## config.mk

```make
export PLATFORM = sky130hd
export DESIGN_NAME = mem_arbiter_flat
export DESIGN_NICKNAME = d
export VERILOG_FILES = /design/src/rtl/mem_arbiter_if.sv /design/src/rtl/mem_arbiter.sv /design/src/flat_wrapper.sv
export SDC_FILE = /design/constraint.sdc
export NUM_CORES = 1
export LEC_CHECK = 0
export BUFFER_PORTS_ARGS = -buffer_cell sky130_fd_sc_hd__buf_2
export CAP_MARGIN = 25
export CORE_ASPECT_RATIO = 0.8
export CORE_MARGIN = 2
export CORE_UTILIZATION = 37
export CTS_CLUSTER_SIZE = 25
export DETAILED_ROUTE_END_ITERATION = 16
export PLACE_DENSITY = 0.95
export SLEW_MARGIN = 25
export SYNTH_ARGS = -nofsm -noshare
export SYNTH_HDL_FRONTEND = slang
export SYNTH_SLANG_ARGS = --single-unit
```

## constraint.sdc

```tcl
create_clock -name clk -period 3.3 [get_ports clk]
set_input_delay 0.33 -clock clk [delete_from_list [all_inputs] [get_ports clk]]
set_output_delay 0.33 -clock clk [all_outputs]
set_load 0.005 [all_outputs]
```

## src/rtl/mem_arbiter_if.sv

```systemverilog
// Memory arbiter bus: I-cache / D-cache request side, memory port, and read return path.
interface mem_arbiter_if;
  logic        i_req;
  logic [15:0] i_addr;
  logic        d_req;
  logic        d_wr;
  logic [15:0] d_addr;
  logic [15:0] d_wdata;
  logic [15:0] mem_data;
  logic        mem_data_valid;
  logic        i_gnt;
  logic        d_gnt;
  logic        mem_en;
  logic        mem_wr;
  logic [15:0] mem_addr;
  logic [15:0] mem_wdata;
  logic [15:0] rdata;
  logic        i_data_valid;
  logic        d_data_valid;
  logic        err;

  modport slave (
    input  i_req, i_addr, d_req, d_wr, d_addr, d_wdata, mem_data, mem_data_valid,
    output i_gnt, d_gnt, mem_en, mem_wr, mem_addr, mem_wdata, rdata,
           i_data_valid, d_data_valid, err
  );

  modport master (
    output i_req, i_addr, d_req, d_wr, d_addr, d_wdata, mem_data, mem_data_valid,
    input  i_gnt, d_gnt, mem_en, mem_wr, mem_addr, mem_wdata, rdata,
           i_data_valid, d_data_valid, err
  );
endinterface

```

## src/rtl/mem_arbiter.sv

```systemverilog
// Two-client memory port arbiter (I-cache fill / D-cache access) with a
// fixed-latency read return path. Ownership is held for back-to-back
// accesses; before another client is granted, in-flight reads are drained
// so every return can be routed to the client that issued it.
module mem_arbiter #(
  parameter int MEM_LAT = 4
) (
  input  logic         clk,
  input  logic         rst,
  mem_arbiter_if.slave bus
);
  localparam int CNT_W = $clog2(MEM_LAT + 1);

  typedef enum logic [1:0] {IDLE, I_OWN, D_OWN, DRAIN} state_t;
  typedef enum logic {OWN_I, OWN_D} owner_t;

  state_t           state;
  owner_t           owner;
  owner_t           last_owner;
  logic [CNT_W-1:0] outstanding;
  logic [CNT_W-1:0] next_outstanding;
  logic             i_gnt_q;
  logic             d_gnt_q;
  logic             err_q;

  logic             i_acc;
  logic             d_acc;
  logic             rd_issue;
  logic             rd_return;
  logic             spurious;
  logic             mem_en_c;
  logic             mem_wr_c;
  logic [15:0]      mem_addr_c;
  logic [15:0]      mem_wdata_c;

  assign i_acc = i_gnt_q & bus.i_req;
  assign d_acc = d_gnt_q & bus.d_req;

  // Drive the memory port from whichever client holds the grant; an idle port reads as all zeros
  always_comb begin
    mem_en_c    = i_acc | d_acc;
    mem_wr_c    = 1'b0;
    mem_addr_c  = '0;
    mem_wdata_c = '0;
    if (i_acc) begin
      mem_addr_c = bus.i_addr;
    end else if (d_acc) begin
      mem_wr_c    = bus.d_wr;
      mem_addr_c  = bus.d_addr;
      mem_wdata_c = bus.d_wdata;
    end
  end

  // A return with nothing outstanding is dropped: it neither decrements nor routes
  assign rd_issue  = mem_en_c & ~mem_wr_c;
  assign rd_return = bus.mem_data_valid & (outstanding != '0);
  assign spurious  = bus.mem_data_valid & (outstanding == '0);

  // Outstanding-read count after this cycle's issue and return
  always_comb begin
    next_outstanding = outstanding;
    if (rd_issue && !rd_return) begin
      next_outstanding = outstanding + CNT_W'(1);
    end else if (!rd_issue && rd_return) begin
      next_outstanding = outstanding - CNT_W'(1);
    end
  end

  // Track in-flight reads and latch the sticky error on an unexpected return
  always_ff @(posedge clk or negedge rst) begin
    if (!rst) begin
      outstanding <= '0;
      err_q       <= 1'b0;
    end else begin
      outstanding <= next_outstanding;
      if (spurious) begin
        err_q <= 1'b1;
      end
    end
  end

  // Ownership FSM with registered grants; ties go to the client that did not own last
  always_ff @(posedge clk or negedge rst) begin
    if (!rst) begin
      state      <= IDLE;
      owner      <= OWN_I;
      last_owner <= OWN_I;
      i_gnt_q    <= 1'b0;
      d_gnt_q    <= 1'b0;
    end else begin
      case (state)
        IDLE: begin
          if (bus.i_req && (!bus.d_req || last_owner == OWN_D)) begin
            state      <= I_OWN;
            owner      <= OWN_I;
            last_owner <= OWN_I;
            i_gnt_q    <= 1'b1;
          end else if (bus.d_req) begin
            state      <= D_OWN;
            owner      <= OWN_D;
            last_owner <= OWN_D;
            d_gnt_q    <= 1'b1;
          end
        end
        I_OWN: begin
          if (!bus.i_req) begin
            i_gnt_q <= 1'b0;
            state   <= (next_outstanding == '0) ? IDLE : DRAIN;
          end
        end
        D_OWN: begin
          if (!bus.d_req) begin
            d_gnt_q <= 1'b0;
            state   <= (next_outstanding == '0) ? IDLE : DRAIN;
          end
        end
        DRAIN: begin
          if (next_outstanding == '0) begin
            state <= IDLE;
          end
        end
        default: begin
          state   <= IDLE;
          i_gnt_q <= 1'b0;
          d_gnt_q <= 1'b0;
        end
      endcase
    end
  end

  assign bus.i_gnt        = i_gnt_q;
  assign bus.d_gnt        = d_gnt_q;
  assign bus.mem_en       = mem_en_c;
  assign bus.mem_wr       = mem_wr_c;
  assign bus.mem_addr     = mem_addr_c;
  assign bus.mem_wdata    = mem_wdata_c;
  assign bus.rdata        = bus.mem_data;
  assign bus.i_data_valid = rd_return & (owner == OWN_I);
  assign bus.d_data_valid = rd_return & (owner == OWN_D);
  assign bus.err          = err_q;
endmodule
```

## src/flat_wrapper.sv

```systemverilog
// flat-port wrapper written by rule: the top's interface ports become plain ports
module mem_arbiter_flat 
#(
  parameter int MEM_LAT = 4
)
  (clk, rst, bus_i_req, bus_i_addr, bus_d_req, bus_d_wr, bus_d_addr, bus_d_wdata, bus_mem_data, bus_mem_data_valid, bus_i_gnt, bus_d_gnt, bus_mem_en, bus_mem_wr, bus_mem_addr, bus_mem_wdata, bus_rdata, bus_i_data_valid, bus_d_data_valid, bus_err);
  mem_arbiter_if bus_i ();
  input  logic clk;
  input  logic rst;
  input wire logic [$bits(bus_i.i_req)-1:0] bus_i_req;
  input wire logic [$bits(bus_i.i_addr)-1:0] bus_i_addr;
  input wire logic [$bits(bus_i.d_req)-1:0] bus_d_req;
  input wire logic [$bits(bus_i.d_wr)-1:0] bus_d_wr;
  input wire logic [$bits(bus_i.d_addr)-1:0] bus_d_addr;
  input wire logic [$bits(bus_i.d_wdata)-1:0] bus_d_wdata;
  input wire logic [$bits(bus_i.mem_data)-1:0] bus_mem_data;
  input wire logic [$bits(bus_i.mem_data_valid)-1:0] bus_mem_data_valid;
  output wire logic [$bits(bus_i.i_gnt)-1:0] bus_i_gnt;
  output wire logic [$bits(bus_i.d_gnt)-1:0] bus_d_gnt;
  output wire logic [$bits(bus_i.mem_en)-1:0] bus_mem_en;
  output wire logic [$bits(bus_i.mem_wr)-1:0] bus_mem_wr;
  output wire logic [$bits(bus_i.mem_addr)-1:0] bus_mem_addr;
  output wire logic [$bits(bus_i.mem_wdata)-1:0] bus_mem_wdata;
  output wire logic [$bits(bus_i.rdata)-1:0] bus_rdata;
  output wire logic [$bits(bus_i.i_data_valid)-1:0] bus_i_data_valid;
  output wire logic [$bits(bus_i.d_data_valid)-1:0] bus_d_data_valid;
  output wire logic [$bits(bus_i.err)-1:0] bus_err;
  assign bus_i.i_req = bus_i_req;
  assign bus_i.i_addr = bus_i_addr;
  assign bus_i.d_req = bus_d_req;
  assign bus_i.d_wr = bus_d_wr;
  assign bus_i.d_addr = bus_d_addr;
  assign bus_i.d_wdata = bus_d_wdata;
  assign bus_i.mem_data = bus_mem_data;
  assign bus_i.mem_data_valid = bus_mem_data_valid;
  assign bus_i_gnt = bus_i.i_gnt;
  assign bus_d_gnt = bus_i.d_gnt;
  assign bus_mem_en = bus_i.mem_en;
  assign bus_mem_wr = bus_i.mem_wr;
  assign bus_mem_addr = bus_i.mem_addr;
  assign bus_mem_wdata = bus_i.mem_wdata;
  assign bus_rdata = bus_i.rdata;
  assign bus_i_data_valid = bus_i.i_data_valid;
  assign bus_d_data_valid = bus_i.d_data_valid;
  assign bus_err = bus_i.err;
  mem_arbiter #(.MEM_LAT(MEM_LAT)) u_core (.clk(clk), .rst(rst), .bus(bus_i));
endmodule
```

==> results.yml, run 1 <==
outcome:
  status: "complete, no violations"
pwr:
  p_leak_uw: 0.000875
  pwr-share-seq_pct: 20.6
  swShare_pct: 44.2
  p_int_uw: 619
  share_comb_of_total_power_pct: 67.7
  p_sw_uw: 490
  vdd_drop_max_uv: 492
  p_clk_share_pct: 11.7
  p_per_area_mw_per_mm2: 707
die:
  start_util_pct: 38.0
  floorplan.die_area_mm2: 0.00357
  pin_count: 125
  die_h_um: 53.8
  rows: 18
  core-area_mm2: 0.00302
  die_x_um: 66.3
worst_setup_path:
  rrSetupSlack_ps: 1110
  endpoint: "u_core.state[0]$_DFFE_PN0P_"
  r2r_cells: 8
  worstPathMaxFanout: 6
  r2r-start: "u_core.outstanding[0]$_DFF_PN0_"
  crit_type: "reg2reg"
  startpoint: "u_core.outstanding[0]$_DFF_PN0_"
  critPathLaunchType: "register"
  r2r-end: "u_core.state[0]$_DFFE_PN0P_"
  crit_arrival_ps: 2340
  critPathCaptureType: "register"
  required_ps: 3450
finish:
  antenna_cells: 0
  final_nets: 281
  syn2layout_area_growth_pct: 36.9
  design_area_mm2: 0.00157
  drive_gt1_share_pct: 53.7
logic_synthesis:
  async_flop_share_pct: 100
  yosysMostFrequentCell: "and2_1"
  synth_compound_gate_area_share_pct: 30.4
  synth.top_cells.by_area: "dfrtp_1 (20%), a22o_1 (12%), buf_4 (10%)"
  avgSynthCellArea_um2: 9.03
  yosysWarnings: 0
  synth_xor_area_share_pct: 3.60
  synth.largest_area_cell: "dfrtp_1"
  synth_nets: 204
  synth-simple-area-share_pct: 20.1
  synth_cell_types: 38
  synthAdderAreaFrac_pct: 7.63
  netlist_area_mm2: 0.00115
  synth_top_area_share_pct: 19.6
  ys_top_cells_by_count: "and2_1 (17), a22o_1 (16), buf_4 (16), dfrtp_1 (9), inv_1 (9)"
  synth_top_family_by_area: "compound AO/OA/AOI/OAI gates"
  synth-seq-cells: 9
  synthMuxAreaShare_pct: 2.62
  synth-edff-count: 0
  synthFlopType: "dfrtp_1"
  syn_inst: 127
  synth.yosys.seq_area_share_pct: 19.6
global_routing:
  grt.overflow.total: 0
  grt_pass1_vias: 1006
  grt_pass1_wl_mm: 4.51
  antenna_found_initial: 0
  grt_usage_pct: 16.6
  grt_max_degree: 34
clock_tree:
  cts_made_buffers: 3
  cts_sinks: 9
  clk_pin_slew_worst_paths_ps: 50
  postCtsResizedCells: 0
  cts_tree: "yes"
  clockBufferDepth: 2
  cts_root_buf: "clkbuf_8"
  htreeDepth: 1
  clkLatencyLatePin_ps: 230
placed_design:
  io_buffers: 92
  dp_hpwl_mm: 2.65
  gp_routability_congestion: 0.805
  placed_area_mm2: 0.00152
detailed_routing:
  wl_per_cell_um: 13.0
  ant_nets: 0
  drtIter0Drc: 21
  drt_wl_total_mm: 3.17
  drc: 0
  firstDrtPassIters: 4
  vias: 1196
  vias_per_cell: 4.92
timing:
  fmaxAchievable_ghz: 0.457
  min_period_over_period_pct: 66.3
  hold_violations: 0
  relSlewSlack_pct: 72.3
  fin_worst_skew_ps: 0.584
  slew_viol_final: 0
  rsz0062_at_grt: "no"
  worst_pin_slew_ps: 416
  setup_viol: 0
  min_period_ps: 2190
  finalSetupTns_ps: 0
worst_hold_path:
  min_from: "bus_mem_data_valid"
  hold_class: "in2reg"
run:
  drv_cap: 0
==> power groups by stage <==
stage	Sequential, uW	Clock [uW]	Combinational [uW]
floorplan	212	0	556
global placement	221	0	718
detailed placement	227	0	754
CTS	226	131	757
global route	236	134	833
finish	229	129	752
==> what timing repair did <==
action                                 in CTS  in global routing
buffers inserted                            0                  0
endpoints found under the hold margin       9                  0
setup endpoints to repair                   0                  0
hold buffers                                1                  0
==> cell type report <==
class	instances	area, um2
timing repair buffer	94	478
clock buffer	4	45.0
sequential	9	225
multi-input combinational	87	738
tap	40	50.0
inverter	9	33.8
fill	275	1450
==> kinds of logic after synthesis <==
logic type / after synthesis
fa+ha+maj: 7
xor+xnor: 3
flops: 9
simple gates: 34
mux: 3
buf+inv: 31
compound gates: 40
==> worst min path at each step <==
stage | to | depth (start not counted)
5_1_grt | u_core.bus.err$_DFFE_PN0P_ | 2
6_report | u_core.bus.err$_DFFE_PN0P_ | 2
2_1_floorplan | u_core.bus.d_gnt$_DFFE_PN0P_ | 0
3_5_place_dp | u_core.bus.i_gnt$_DFFE_PN0P_ | 1
3_3_place_gp | u_core.bus.i_gnt$_DFFE_PN0P_ | 1
4_1_cts | u_core.bus.err$_DFFE_PN0P_ | 2
==> per-stage QoR <==
stage                     hold slack [ps]  total power (uW)  setup WS, ps  utilization, %  cells
after global placement                188               939          1250            50.2    238
after CTS                             346              1110          1100            52.0    243
final                                 346              1110          1110            52.0    243
after global routing                  372              1200           975            52.0    243
after floorplan                      34.4               768          1330               -    127
after detailed placement              196               981          1110            50.2    238
==> layer usage <==
metal	share of wire, %	vias to the layer above	wire [um]	GRT usage, %
met1	40	564	1270	19.7
met5	0	-	0	0
met4	0.38	0	12	3.40
met3	8.0	2	254	2.72
li1	-	589	-	-
met2	51	41	1630	32.0
==> placed cells by master (no fill, tap or decap), types with 6 or more instances in the layout <==
master | netlist | final
inv_1 | 9 | 9
and2_1 | 17 | 17
ha_1 | 7 | 7
o21ai_0 | 6 | 6
a22o_1 | 16 | 16
buf_2 | 0 | 92
dfrtp_1 | 9 | 9
==> flip-flops by register name, summed over array words and instances (netlist names) <==
name,count
u_core.bus.err,1
u_core.bus.i_gnt,1
u_core.state,2
u_core.bus.d_gnt,1
u_core.outstanding,3
u_core.owner,1
==> critical path: stages, from the launching register on <==
cell and delay (ps):
dfrtp_1 460, inv_1 110, ha_1 230, and2b_4 200, nor4_4 220, o2bb2a_4 210, xnor2_2 160, a211oi_4 300
mux2i_1 210
Power figures use the tool's default switching activity.
==> run 2: changes to the inputs <==
--- a/config.mk
+++ b/config.mk
@@ -5,14 +5,15 @@
 export SDC_FILE = /design/constraint.sdc
 export NUM_CORES = 1
 export LEC_CHECK = 0
+export ABC_AREA = 1
 export BUFFER_PORTS_ARGS = -buffer_cell sky130_fd_sc_hd__buf_2
 export CAP_MARGIN = 25
 export CORE_ASPECT_RATIO = 0.8
 export CORE_MARGIN = 2
-export CORE_UTILIZATION = 37
+export CORE_UTILIZATION = 35
 export CTS_CLUSTER_SIZE = 25
 export DETAILED_ROUTE_END_ITERATION = 16
-export PLACE_DENSITY = 0.95
+export PLACE_DENSITY = 0.91
 export SLEW_MARGIN = 25
 export SYNTH_ARGS = -nofsm -noshare
 export SYNTH_HDL_FRONTEND = slang
==> constraint.sdc (replaced) <==
create_clock -name clk -period 2.1 [get_ports clk]
set_input_delay 0.21 -clock clk [delete_from_list [all_inputs] [get_ports clk]]
set_output_delay 0.21 -clock clk [all_outputs]
set_load 0.005 [all_outputs]
==> run 2 against run 1 <==
Sequential share of layout area shrank 0.26 points. Count of clock-buffer cells in the layout decreased by 1. First-iteration DRC count rose by 150%. Worst hold slack worse by 93 ps. Flip-flop and latch count stayed put. Total power increased by 47%. Clock skew is 2.9 ps higher. Worst setup slack worse by 850 ps. Register-to-register slack lost 850 ps. Combinational power up 45%. Fmax is 19% higher. Critical endpoint unchanged. Largest power group unchanged.
==> results.yml, run 2 <==
logic_synthesis:
  netlist_area_mm2: 0.00116
  synth-seq-cells: 9
  synth_top_area_share_pct: 19.5
  ys_top_cells_by_count: "inv_1 (45), nand2_1 (29), nor2_1 (24), nand3_1 (21), o21ai_0 (21)"
  synth.largest_area_cell: "dfrtp_1"
  async_flop_share_pct: 100
  syn_inst: 196
  yosysWarnings: 0
  synth.top_cells.by_area: "dfrtp_1 (19%), inv_1 (15%), buf_4 (10%)"
  synth_cell_types: 22
  synth_nets: 273
  avgSynthCellArea_um2: 5.90
  synth-edff-count: 0
  yosysMostFrequentCell: "inv_1"
  synthFlopType: "dfrtp_1"
  synth.yosys.seq_area_share_pct: 19.5
die:
  pin_count: 125
  die_h_um: 55.4
  rows: 18
  start_util_pct: 37.0
  die_x_um: 68.3
  floorplan.die_area_mm2: 0.00379
  core-area_mm2: 0.00313
clock_tree:
  cts_root_buf: "clkbuf_8"
  clk_pin_slew_worst_paths_ps: 50
  htreeDepth: 1
  clockBufferDepth: 2
  postCtsResizedCells: 0
  clkLatencyLatePin_ps: 230
  cts_tree: "yes"
  cts_sinks: 9
  cts_made_buffers: 3
timing:
  relSlewSlack_pct: 81.9
  rsz0062_at_grt: "no"
  holdWs_ps: 253
  hold_violations: 0
  fin_ws_ps: 265
  fmaxAchievable_ghz: 0.545
  setup_viol: 0
  worst_pin_slew_ps: 271
  fin_worst_skew_ps: 3.46
  min_period_over_period_pct: 87.4
  finalSetupTns_ps: 0
  min_period_ps: 1830
  slew_viol_final: 0
pwr:
  p_leak_uw: 0.00108
  vdd_drop_max_uv: 615
  p_per_area_mw_per_mm2: 1020
  finalPower_uw: 1640
worst_setup_path:
  crit_type: "reg2reg"
  r2r-start: "u_core.outstanding[0]$_DFF_PN0_"
  critPathCaptureType: "register"
  required_ps: 2220
  r2r-end: "u_core.state[0]$_DFFE_PN0P_"
  crit_arrival_ps: 1960
  slowest_delay_ps: 380
  startpoint: "u_core.outstanding[0]$_DFF_PN0_"
  endpoint: "u_core.state[0]$_DFFE_PN0P_"
  r2r_cells: 14
  critPathLaunchType: "register"
  worstPathMaxFanout: 6
  worst-path-buf-inv: 1
  crit_family: "simple AND/OR/NAND/NOR gates"
  path_cells: "inv_1, ha_1, nand2_1, nand2_1, nand2_2, nand2_1, nand2_1, nand2_2, nor2_1, nand2_1, nand2_1, nand2_1, nand2_1, nand2_1"
  critPathSlowestCell: "dfrtp_1"
  critPathMostFrequentCell: "nand2_1"
  rrSetupSlack_ps: 270
  worst-path-stages: 14
finish:
  final_nets: 351
  largest_register_ffs: 3
  drive_gt1_share_pct: 39.6
  top_register: "u_core.outstanding"
  largestRegisters: "u_core.outstanding x3, u_core.state x2"
  final_common_cell: "buf_2"
  antenna_cells: 0
  final_cell_mix: "buf_2 (92), inv_1 (45), nand2_1 (29)"
  syn2layout_area_growth_pct: 38.2
  fin_util_pct: 51.1
outcome:
  status: "complete, no violations"
detailed_routing:
  drtIter0Drc: 52
  firstDrtPassIters: 4
  ant_nets: 0
  vias_per_cell: 4.40
  met2_length_mm: 1.44
  vias: 1376
  route.met3.wl_um: 309
  drt_wl_total_mm: 3.19
  met1_length_mm: 1.42
  top_layer_used: "met4"
  drc: 0
  wl_per_cell_um: 10.2
global_routing:
  grt_pass1_vias: 1191
  grt.overflow.total: 0
  grt_pass1_wl_mm: 4.74
  grt_usage_pct: 15.7
  antenna_found_initial: 0
  grt_max_degree: 34
worst_hold_path:
  hold_class: "in2reg"
  hold_depth: 2
placed_design:
  place_ws_ps: 286
  dp_hpwl_mm: 2.59
  gp_routability_congestion: 0.855
  io_buffers: 92
run:
  drv_cap: 0
==> run 2: cell types whose count changed after synthesis, sizes merged, moves of 2 or more <==
cell    before  now
and2        18    0
a221oi       2    0
nand2        2   34
a22o        16    0
nand3        0   21
a31oi        2    0
a211oi       4    0
inv          9   46
nand2b       3    0
o21ai        6   22
nor2         4   24
mux2i        3    0
==> run 2: kinds of logic after synthesis <==
kind of cell	share of synthesized area (%)
simple gates	29.4
flops	19.5
xor+xnor	1.51
compound gates	14.4
buf+inv	27.7
fa+ha+maj	7.57
==> run 2: final cells by class <==
cell class                      instances  area [um2]
Clock buffer                            3        41.3
Tap cell                               40        50.0
Fill cell                             309        1530
Inverter                               46         173
Multi-Input combinational cell        118         612
Sequential cell                         9         225
Clock inverter                          1        5.00
Timing Repair Buffer                   96         493
==> run 2: power breakdown <==
part	leakage, uW	internal [uW]	switching (uW)
Combinational	0.000949	460	625
Sequential	0.000104	265	83.1
Clock	0.0000255	130	72.5
Total	0.00108	855	781
==> run 2: routing by layer <==
metal | vias up | global-route usage, %
met5 | - | 0
met4 | 0 | 1.43
met3 | 2 | 5.91
met2 | 56 | 28.0
met1 | 586 | 18.1
li1 | 732 | -
==> run 2: what timing repair did <==
item                       4_1_cts  5_1_grt
hold buffers                     1        0
setup endpoints to repair        0        0
hold endpoints to repair         9        0
buffers inserted                 0        0
==> run 2: worst min path at each step <==
stage / from / end / slack [ps]
after floorplan: rst / u_core.bus.d_gnt$_DFFE_PN0P_ / -90
after global placement: rst / u_core.outstanding[0]$_DFF_PN0_ / 70
after detailed placement: rst / u_core.owner$_DFFE_PN0P_ / 80
after CTS: bus_mem_data_valid / u_core.bus.err$_DFFE_PN0P_ / 250
after global routing: bus_mem_data_valid / u_core.bus.err$_DFFE_PN0P_ / 260
final: bus_mem_data_valid / u_core.bus.err$_DFFE_PN0P_ / 250
==> run 2: metrics by stage <==
stage	std cells	area, um2
floorplan	196	1160
global placement	308	1540
detailed placement	308	1540
CTS	313	1600
global route	313	1600
finish	313	1600
